`src/rtl/local_flit_depacketizer.sv`:
```
// Router local-port consumer: packs 4-bit flits into 32-bit spike words
// and queues them for the neuron core behind a valid/ready handshake.
module local_flit_depacketizer #(
  parameter int FLIT_W = 4,
  parameter int WORD_W = 32,
  parameter int DEPTH  = 4
) (
  input  logic                     clk,
  input  logic                     reset,
  input  logic [FLIT_W-1:0]        flit_in,
  input  logic                     flit_wr,
  output logic                     local_neuron_full,
  output logic [WORD_W-1:0]        spike_data,
  output logic                     spike_valid,
  input  logic                     spike_ready,
  output logic [$clog2(DEPTH):0]   fifo_level,
  output logic                     partial,
  output logic                     overflow
);

  localparam int FLITS = WORD_W / FLIT_W;
  localparam int CW = $clog2(FLITS);
  localparam int PW = $clog2(DEPTH);
  localparam int LW = $clog2(DEPTH) + 1;
  localparam logic [CW-1:0] CNT_LAST = CW'(FLITS - 1);
  localparam logic [LW-1:0] LVL_MAX = LW'(DEPTH);
  localparam logic [LW-1:0] LVL_HI = LW'(DEPTH - 1);

  typedef enum logic {
    IDLE,
    ASSEMBLE
  } state_t;

  state_t            state;
  logic [CW-1:0]     cnt;
  logic [WORD_W-1:0] shift_reg;
  logic [WORD_W-1:0] mem [DEPTH];
  logic [PW-1:0]     wr_ptr;
  logic [PW-1:0]     rd_ptr;
  logic [LW-1:0]     level;
  logic [LW-1:0]     level_nxt;
  logic [WORD_W-1:0] word;
  logic              last_flit;
  logic              pop;
  logic              push_ok;

  assign last_flit = flit_wr && (cnt == CNT_LAST);
  assign word = {shift_reg[WORD_W-FLIT_W-1:0], flit_in};
  assign pop = spike_valid && spike_ready;
  // A full FIFO still takes the new word if the head leaves this edge
  assign push_ok = last_flit && ((level != LVL_MAX) || pop);

  assign spike_valid = (level != '0);
  assign spike_data = mem[rd_ptr];
  assign fifo_level = level;
  assign partial = (state == ASSEMBLE);

  always_comb begin
    level_nxt = level;
    unique case ({push_ok, pop})
      2'b10: level_nxt = level + LW'(1);
      2'b01: level_nxt = level - LW'(1);
      default: ;
    endcase
  end

  always_ff @(posedge clk or negedge reset) begin
    if (!reset) begin
      state <= IDLE;
      cnt <= '0;
      shift_reg <= '0;
    end else if (flit_wr) begin
      shift_reg <= word;
      unique case (state)
        IDLE: begin
          state <= ASSEMBLE;
          cnt <= cnt + CW'(1);
        end
        ASSEMBLE: begin
          if (cnt == CNT_LAST) begin
            state <= IDLE;
            cnt <= '0;
          end else begin
            cnt <= cnt + CW'(1);
          end
        end
        default: state <= IDLE;
      endcase
    end
  end

  always_ff @(posedge clk or negedge reset) begin
    if (!reset) begin
      for (int i = 0; i < DEPTH; i++) mem[i] <= '0;
      wr_ptr <= '0;
      rd_ptr <= '0;
      level <= '0;
      overflow <= 1'b0;
      local_neuron_full <= 1'b0;
    end else begin
      if (push_ok) begin
        mem[wr_ptr] <= word;
        wr_ptr <= wr_ptr + PW'(1);
      end
      if (pop) rd_ptr <= rd_ptr + PW'(1);
      if (last_flit && !push_ok) overflow <= 1'b1;
      level <= level_nxt;
      // One level of headroom hides the lag of this registered flag
      local_neuron_full <= (level_nxt >= LVL_HI);
    end
  end

endmodule

```
`config.mk`:
```
export PLATFORM = sky130hd
export DESIGN_NAME = local_flit_depacketizer
export DESIGN_NICKNAME = d
export VERILOG_FILES = /design/src/rtl/local_flit_depacketizer.sv
export SDC_FILE = /design/constraint.sdc
export NUM_CORES = 1
export LEC_CHECK = 0
export BUFFER_PORTS_ARGS = -buffer_cell sky130_fd_sc_hd__buf_2
export CAP_MARGIN = 20
export CORE_MARGIN = 3
export CORE_UTILIZATION = 60
export CTS_CLUSTER_DIAMETER = 80
export DETAILED_ROUTE_END_ITERATION = 16
export PLACE_DENSITY_LB_ADDON = 0.2
export SLEW_MARGIN = 20
export SYNTH_ARGS = -nofsm -noshare
export SYNTH_HDL_FRONTEND = slang
export SYNTH_SLANG_ARGS = --single-unit
export TNS_END_PERCENT = 20
```
`constraint.sdc`:
```
create_clock -name clk -period 2.6 [get_ports clk]
set_clock_uncertainty 0.2 [all_clocks]
set_input_delay 0.52 -clock clk [delete_from_list [all_inputs] [get_ports clk]]
set_output_delay 0.52 -clock clk [all_outputs]
set_load 0.03 [all_outputs]
```
; Word-level counts from Yosys, hierarchy flattened
; Index checks and enable logic that the tools add are counted.
[op_classes]
addsub = 5
magnitude_cmp = 4
eq_ne = 4
muxes = 11
n_bitwise = 3
reduce_logical = 8
[ops]
columns = cell, count
row1 = bitwise mux 128 bit, 1
row2 = 2-to-1 mux 32 bit, 3
row3 = binary-select mux 32 bit (select 2 bit), 1
row4 = demux 32 bit (select 2 bit), 1
row5 = one-hot mux 3 bit (2 select lines), 2
row6 = "adder 3 x 1 -> 3 bit, second input constant", 2
row7 = ">= comparator 3 bit, second input constant", 2
row8 = inverter 2 -> 3 bit, 2
row9 = logical AND 1 bit, 5
row10 = "adder 2 x 1 -> 2 bit, second input constant", 2
row11 = "== test 3 bit, second input constant", 1
row12 = ">= comparator 3 x 2 -> 1 bit, second input constant", 1
row13 = "less-than comparator 3 x 1 -> 1 bit, second input constant", 1
row14 = 2-to-1 mux 3 bit, 1
row15 = "!= test 3 bit, second input constant", 1
row16 = nonzero test 3 bit, 1
row17 = "subtractor 3 x 1 -> 3 bit, second input constant", 1
row18 = "== test 2 x 1 -> 1 bit, second input constant", 1
row19 = "== test 2 bit, second input constant", 1
row20 = one-hot mux 1 bit (2 select lines), 1
row21 = zero test 1 bit, 1
row22 = logical OR 1 bit, 1
row23 = 2-to-1 mux 1 bit, 1
row24 = inverter 1 bit, 1
[totals]
ff_bits = 169
output_inout_bits = 39

; Logic depth before layout (Yosys ltp)
; Gate-level depths: netlist of the first run.
[depth]
word_depth = 7
depth_mapped = 10
mapped_depth_nobuf = 10

; Least setup slack after synthesis of the first run
; OpenSTA, ideal clock, no wires.
[synth_path]
kind = register to register
from = register level[1] (netlist: fifo_level[1])
to = register local_neuron_full
arrival_time_ns = 2.244
path_slack_ns = 0.019
path_stages_with_launch = 9
path_buffers = 0
synth_period_minus_slack_ns = 2.581
cell_sequence = dfrtp_1 -> nor4b_4 -> nor2_1 -> inv_1 -> ha_1 -> fa_1 -> mux2_2 -> nand2_1 -> o211ai_1
[synth_via]
elab_chain_len = 7
elab_cells_between_ends = 11
[synth_rtl]
columns = element, line
row1 = "start, declared", 40  ; logic [LW-1:0] level;
row2 = "start signal, assigned", 107  ; level <= level_nxt;
row3 = nonzero test 3 bit, 53  ; assign spike_valid = (level != '0);
row4 = logical AND 1 bit, 49  ; assign pop = spike_valid && spike_ready;
row5 = logical OR 1 bit, 51  ; assign push_ok = last_flit && ((level != LVL_MAX) || pop);
row6 = logical AND 1 bit, 51
row7 = == test 2 x 1 -> 1 bit or == test 2 bit (tied branches), 60  ; unique case ({push_ok, pop})
row8 = one-hot mux 3 bit (2 select lines) (*), 60
row9 = named net level_nxt[1], 41  ; logic [LW-1:0] level_nxt;
row10 = >= comparator 3 x 2 -> 1 bit (*), 109  ; local_neuron_full <= (level_nxt >= LVL_HI);
row11 = "end signal, assigned", 109
row12 = "end, declared", 12  ; output logic local_neuron_full,
; The timed path passes the listed nets; every way through them passes the cells marked *.
; A chain may end at the register's enable or synchronous reset.

; Worst setup path in the final report of the first run
[layout_path]
from = register rd_ptr[0]
to = output port spike_data[4]
[layout_via]
elab_chain_len = 4
[layout_rtl]
columns = element, line
row1 = "start, declared", 39  ; logic [PW-1:0] rd_ptr;
row2 = "start signal, assigned", 105  ; if (pop) rd_ptr <= rd_ptr + PW'(1);
row3 = inverter 2 -> 3 bit (implied by the code), 54  ; assign spike_data = mem[rd_ptr];
row4 = binary-select mux 32 bit (select 2 bit), 54
row5 = 2-to-1 mux 32 bit (implied by the code) (2 in series), 54
row6 = "end, declared", 13  ; output logic [WORD_W-1:0] spike_data,
; No other way between the ends. The select of a mux whose other input is x is not followed.

==> results of run 1 <==
[cell type report]
class                   count  share of cell area
clock buffers              26             0.05637
clock inverters             4            0.005412
inverters                   4            0.001804
multi-input cells         226              0.3455
flip-flops and latches    169              0.5083
well taps                 143             0.02150
repair buffers             68             0.06118
[where the power goes]
| group | internal [mW] | leakage [nW] | total (mW) | switching [mW] |
|---|---|---|---|---|
| Clock | 1.33 | 0.252 | 2.25 | 0.925 |
| Combinational | 1.79 | 1.45 | 3.58 | 1.79 |
| Sequential | 3.54 | 2.18 | 4.16 | 0.618 |
[how the worst min path moves through the flow]
stage,slack (ps),start,end,cells past startpoint
floorplan,20,reset,cnt[0],0
global placement,270,overflow,overflow,1
global route,190,flit_in[2],mem[2],2
CTS,180,flit_in[0],mem[96],2
finish,200,flit_in[3],shift_reg[3],2
detailed placement,260,overflow,overflow,1
[kinds of logic (layout without fill, tap and decap cells)]
| group | count (synthesis) | count (layout) |
|---|---|---|
| multiplexers | 193 | 193 |
| flip-flops | 169 | 169 |
| buffers and inverters | 28 | 102 |
| AND/OR/NAND/NOR | 13 | 13 |
| adder cells (fa/ha/maj) | 8 | 8 |
| AO/OA/AOI/OAI | 7 | 7 |
| XOR/XNOR | 5 | 5 |
[cells in the final DEF, fill, tap and decap left out, types with 4 or more instances in the layout]
cell type / n
buf_12: 7
buf_2: 45
buf_4: 13
clkbuf_1: 8
clkbuf_16: 18
dfrtp_1: 168
ha_1: 6
inv_1: 4
mux2_2: 161
mux4_2: 32
nor3b_4: 4
xnor2_1: 4
[worst reg2reg max path: cells and delay by family (launching register included)]
kind	cells	cell delay [ps]
multiplexers	1	280
buffers and inverters	1	70
AND/OR/NAND/NOR	3	290
flip-flops	1	370
AO/OA/AOI/OAI	1	90
adder cells (fa/ha/maj)	4	1010
[per-layer routing]
metal  routed length, microns  track usage  part of all wire  vias up
met5                        0            0                 0        -
met4                      184      0.07425             0.014        0
met3                      378      0.04974             0.029       17
met2                     6604       0.3517              0.51       58
met1                     5810       0.2831              0.45     2025
li1                         -            -                 -     1691
[repair_timing]
| item | CTS | global route |
|---|---|---|
| endpoints found under the hold margin | 58 | 0 |
| gates resized for setup | 0 | 3 |
| hold buffers | 1 | 0 |
| endpoints found under the setup margin | 0 | 9 |
[per-stage QoR]
stage | setup WS, ps | util | power (mW) | instances
after floorplan | 19.06 | - | 6.711 | 423
after detailed placement | -4.306 | 0.6689 | 7.772 | 608
after CTS | 2.409 | 0.7141 | 10.03 | 639
final | 77.01 | 0.7167 | 9.995 | 640
after global placement | 154.8 | 0.6689 | 7.587 | 608
after global routing | -16.37 | 0.7167 | 10.55 | 640
==> results.tsv, run 1 <==
metric	value	unit
core_area	0.01161	sq mm
clkSinkCount	169	
setup_violations	0	
ys_seq_area_frac	0.5813	
max-cap-violations	0	
fp.dieArea	0.01348	sq mm
p_per_area	1201	mW/mm^2
critPathLaunch	rd_ptr[0]	
htreeDepth	4	
post-route-period-util	0.9704	
hold_class	input port to flop	
drc	0	
track_usage	0.2134	
die_y	116.1	microns
synth_xor_area_frac	0.006019	
crit_end	spike_data[4]	
drt-total-wl	12980	microns
cp.arrival	1800	ps
multi_input_area	0.002875	sq mm
slew-limit-headroom	0.6120	
place_area	0.007769	sq mm
drt_pass1_iterations	4	
yosys-top-cells-count	dfrtp_1, mux2_2, mux4_2	
start_util	0.6265	
final_antenna_net_count	0	
fmax	0.3964	GHz
grt_pass1_wl	21710	microns
path_depth	3	
dp_hpwl	8118	microns
worst_ep_required_time	1880	ps
crit_path_max_incr_delay	530	ps
cp_max_fo	8	
wl_per_cell	20.28	microns
synth_mux_area_frac	0.3482	
drive_above_1_share	0.5936	
drv_slew	0	
largest_register_ffs	128	
synth.avg_cell_area	17.20	sq um
synth_top_family_by_area	multiplexers	
setup_tns	0	ps
ys.flop_type	dfrtp_1	
synth_cell_types	25	
netlist_instances	423	
pin_count	47	
async_flop_share	1.000	
worst_slew_pin_slew	582.0	ps
fin_nets	502	
via_per_inst	5.923	
die_w	116.1	microns
hold_viol	0	
fillers	762	
r2r-end	local_neuron_full	
clock_latency	410	ps
rsz0062_at_grt	yes	
rr_startpoint	cnt[0]	
overflow	0	
area_growth	14.39	%
ys_seq_elements	169	
post-cts-setup-buffer-count	0	
leakagePower	3.886	nW
synth-warning-count	0	
period_minus_slack	2523	ps
seq_area	0.004230	sq mm
crit_type	flop to output pin	
fin_area	0.008323	sq mm
ff2ff_setup_slack	160	ps
synth_top_cell_by_area	dfrtp_1	
critical_path_buf_inv_count	2	
irDropWorstVdd	0.0008912	V
diodes	0	
port_buffers	46	
first_iter_violations	213	
antenna_found_initial	0	
cp-end-kind	output pin	
grt_pass1_vias	4192	
numCtsBuffers	17	
synth-simple-area-share	0.01565	
synth_compound_area_frac	0.006363	
yosysMostFrequentCell	dfrtp_1	
cpLargestDelayFamily	multiplexers	
synthesis.area	0.007276	sq mm
cts_buffer_depth	2	
slowest_stage	mux4_2	
synthAdderAreaFrac	0.01479	
ys_top_cells_by_area	dfrtp_1, mux2_2, mux4_2	
crit_chain	buf_4, mux4_2, buf_2	
cts.clk_slew.worst_paths	60	ps
grt_max_degree	64	
cp-start-kind	flop	
rr_worst_depth	10	
synthesis.nets	439	
vias	3791	
rows	39	
yosysTopAreaCellShare	0.5813	
status	completed	
cts_root_buffer	clkbuf_16	
cts_tree	done	
routabilityCongestion	0.6811	
synth_edf_count	0	
hold_ws	198.1	ps
Power figures use the tool's default switching activity.
==> run 2: changes to the inputs <==
--- a/config.mk
+++ b/config.mk
@@ -8,7 +8,7 @@
 export BUFFER_PORTS_ARGS = -buffer_cell sky130_fd_sc_hd__buf_2
 export CAP_MARGIN = 20
 export CORE_MARGIN = 3
-export CORE_UTILIZATION = 60
+export CORE_UTILIZATION = 25
 export CTS_CLUSTER_DIAMETER = 80
 export DETAILED_ROUTE_END_ITERATION = 16
 export PLACE_DENSITY_LB_ADDON = 0.2
==> run 2 against run 1 <==
Compared with the run above: setup slack worse by 14 ps; count of clock-buffer cells in the layout down 9; die area up 130%; global-route usage down 10 points; critical path type unchanged.
==> results.tsv, run 2 (synthesized netlist as in run 1, its figures left out) <==
metric	value	unit	change
routabilityCongestion	0.6587		was 0.6811
area_growth	19.24	%	was 14.39%
die_y	176.6	microns	was 116.1 microns
multi_input_area	0.002880	sq mm	was 0.002875 sq mm
pin_count	47		unchanged
setup_tns	0	ps	unchanged
power_frac_seq	0.398		was 0.416
combPwrFrac	0.354		was 0.358
drt_pass1_iterations	4		unchanged
rsz0062_at_grt	yes		unchanged
diodes	0		unchanged
cts_buffer_depth	2		unchanged
core_area	0.02824	sq mm	was 0.01161 sq mm
period_minus_slack	2537	ps	was 2523 ps
fin_nets	496		was 502
largest_register_ffs	128		unchanged
grt_pass1_vias	4347		was 4,192
setup_violations	0		unchanged
power_switching	3.629	mW	was 3.332 mW
seq_area	0.004230	sq mm	unchanged
track_usage	0.1087		was 0.2134
wl_per_cell	18.19	microns	was 20.28 microns
layout_common_cells	dfrtp_1, mux2_2, buf_2		unchanged
grt_pass1_wl	25980	microns	was 21,710 microns
post-cts-setup-buffer-count	0		unchanged
cp_max_fo	18		was 8
clock_latency	430	ps	was 410 ps
critPathLaunch	rd_ptr[0]		unchanged
switching_share	0.3476		was 0.3333
cp-end-kind	output pin		unchanged
drt-total-wl	15840	microns	was 12,980 microns
die_w	176.6	microns	was 116.1 microns
fillers	2838		was 762
drive_above_1_share	0.6065		was 0.5936
final_antenna_net_count	0		unchanged
clkSinkCount	169		unchanged
status	completed		unchanged
overflow	0		unchanged
place_inst	838		was 608
hold_class	input port to flop		unchanged
dp_hpwl	9614	microns	was 8118 microns
drc	0		unchanged
crit_type	flop to output pin		unchanged
start_util	0.2576		was 0.6265
drv_slew	0		unchanged
port_buffers	46		unchanged
worst_ep_required_time	1880	ps	about the same
clkPwrFrac	0.248		was 0.225
cts.clk_slew.worst_paths	70	ps	was 60 ps
cp.arrival	1820	ps	was 1800 ps
max-cap-violations	0		unchanged
leakagePower	3.893	nW	was 3.886 nW
final_cells	871		was 640
fin_area	0.008676	sq mm	was 0.008323 sq mm
fmax	0.3941	GHz	was 0.3964 GHz
hold_ws	191.0	ps	was 198.1 ps
final_common_cell	dfrtp_1		unchanged
cellInternalPower	6.812	mW	was 6.663 mW
first_iter_violations	99		was 213
post-route-period-util	0.9759		was 0.9704
htreeDepth	4		unchanged
antenna_found_initial	0		unchanged
p_per_area	1204	mW/mm^2	was 1201 mW/mm^2
hp-start	flit_in[3]		unchanged
worst_slew_pin_slew	571.3	ps	was 582.0 ps
grt_max_degree	60		was 64
place_area	0.008013	sq mm	was 0.007769 sq mm
vias	3854		was 3,791
cts_root_buffer	clkbuf_16		unchanged
slew-limit-headroom	0.6191		was 0.6120
cts_tree	done		unchanged
numCtsBuffers	17		unchanged
fp.dieArea	0.03119	sq mm	was 0.01348 sq mm
irDropWorstVdd	0.0006180	V	was 0.0008912 V
hold_viol	0		unchanged
via_per_inst	4.425		was 5.923
cp-start-kind	flop		unchanged
rows	61		was 39
rr_startpoint	fifo_level[1]		was cnt[0]
## run 2: cell types whose count changed in the layout (fill, tap and decap cells not counted), moves of 2 or more
cell	before	now
buf_2	45	40
buf_4	13	8
buf_6	1	6
clkbuf_1	8	0
clkinv_2	3	0
clkinvlp_4	0	2
inv_6	0	9
## run 2: routing by layer
layer | wire length, microns | track usage
met5 | 0 | 0
met4 | 119 | 0.02750
met3 | 368 | 0.02430
met2 | 8050 | 0.1821
met1 | 7301 | 0.1432
## run 2: final cells by class
type,instances,area share
Tap cell,378,0.05451
Sequential cell,169,0.4876
Clock inverter,15,0.02005
Multi-Input combinational cell,226,0.3320
Clock buffer,17,0.04903
Timing Repair Buffer,62,0.05509
Inverter,4,0.001731
## run 2: final timing paths
kind                       slack [ps]           endpoint  depth (start not counted)
max                                60     spike_data[16]                          3
min                               190            mem[35]                          2
max reg2reg                       180  local_neuron_full                          8
min reg2reg                       280           overflow                          1
max in group asynchronous        1160      shift_reg[11]                          3
min in group asynchronous         370      fifo_level[2]                          2
## run 2: repair_timing
item,CTS,global route
cloned,0,0
endpoints found under the hold margin,38,0
resized for setup,11,6
hold buffers,1,0
endpoints found under the setup margin,14,11
## run 2: worst max-delay path: stages (launching register included)
cell	delay, ps
dfrtp_2	410
buf_12	220
mux4_2	550
buf_2	200
## run 2: per-stage QoR
| step | worst slack, ps | util | power, mW |
|---|---|---|---|
| floorplan | 19.06 | - | 6.711 |
| global placement | 126.1 | 0.2837 | 7.741 |
| detailed placement | 42.96 | 0.2837 | 7.911 |
| CTS | -7.070 | 0.3066 | 10.65 |
| global route | -26.91 | 0.3072 | 11.10 |
| finish | 62.54 | 0.3072 | 10.44 |
## run 2: power by group through the flow
stage | registers [mW] | logic (mW) | clock network [mW]
6_report | 4.15 | 3.70 | 2.59
5_1_grt | 4.30 | 4.00 | 2.81
4_1_cts | 4.16 | 3.79 | 2.69
3_5_place_dp | 4.21 | 3.70 | 0
3_3_place_gp | 4.12 | 3.62 | 0
2_1_floorplan | 4.04 | 2.68 | 0
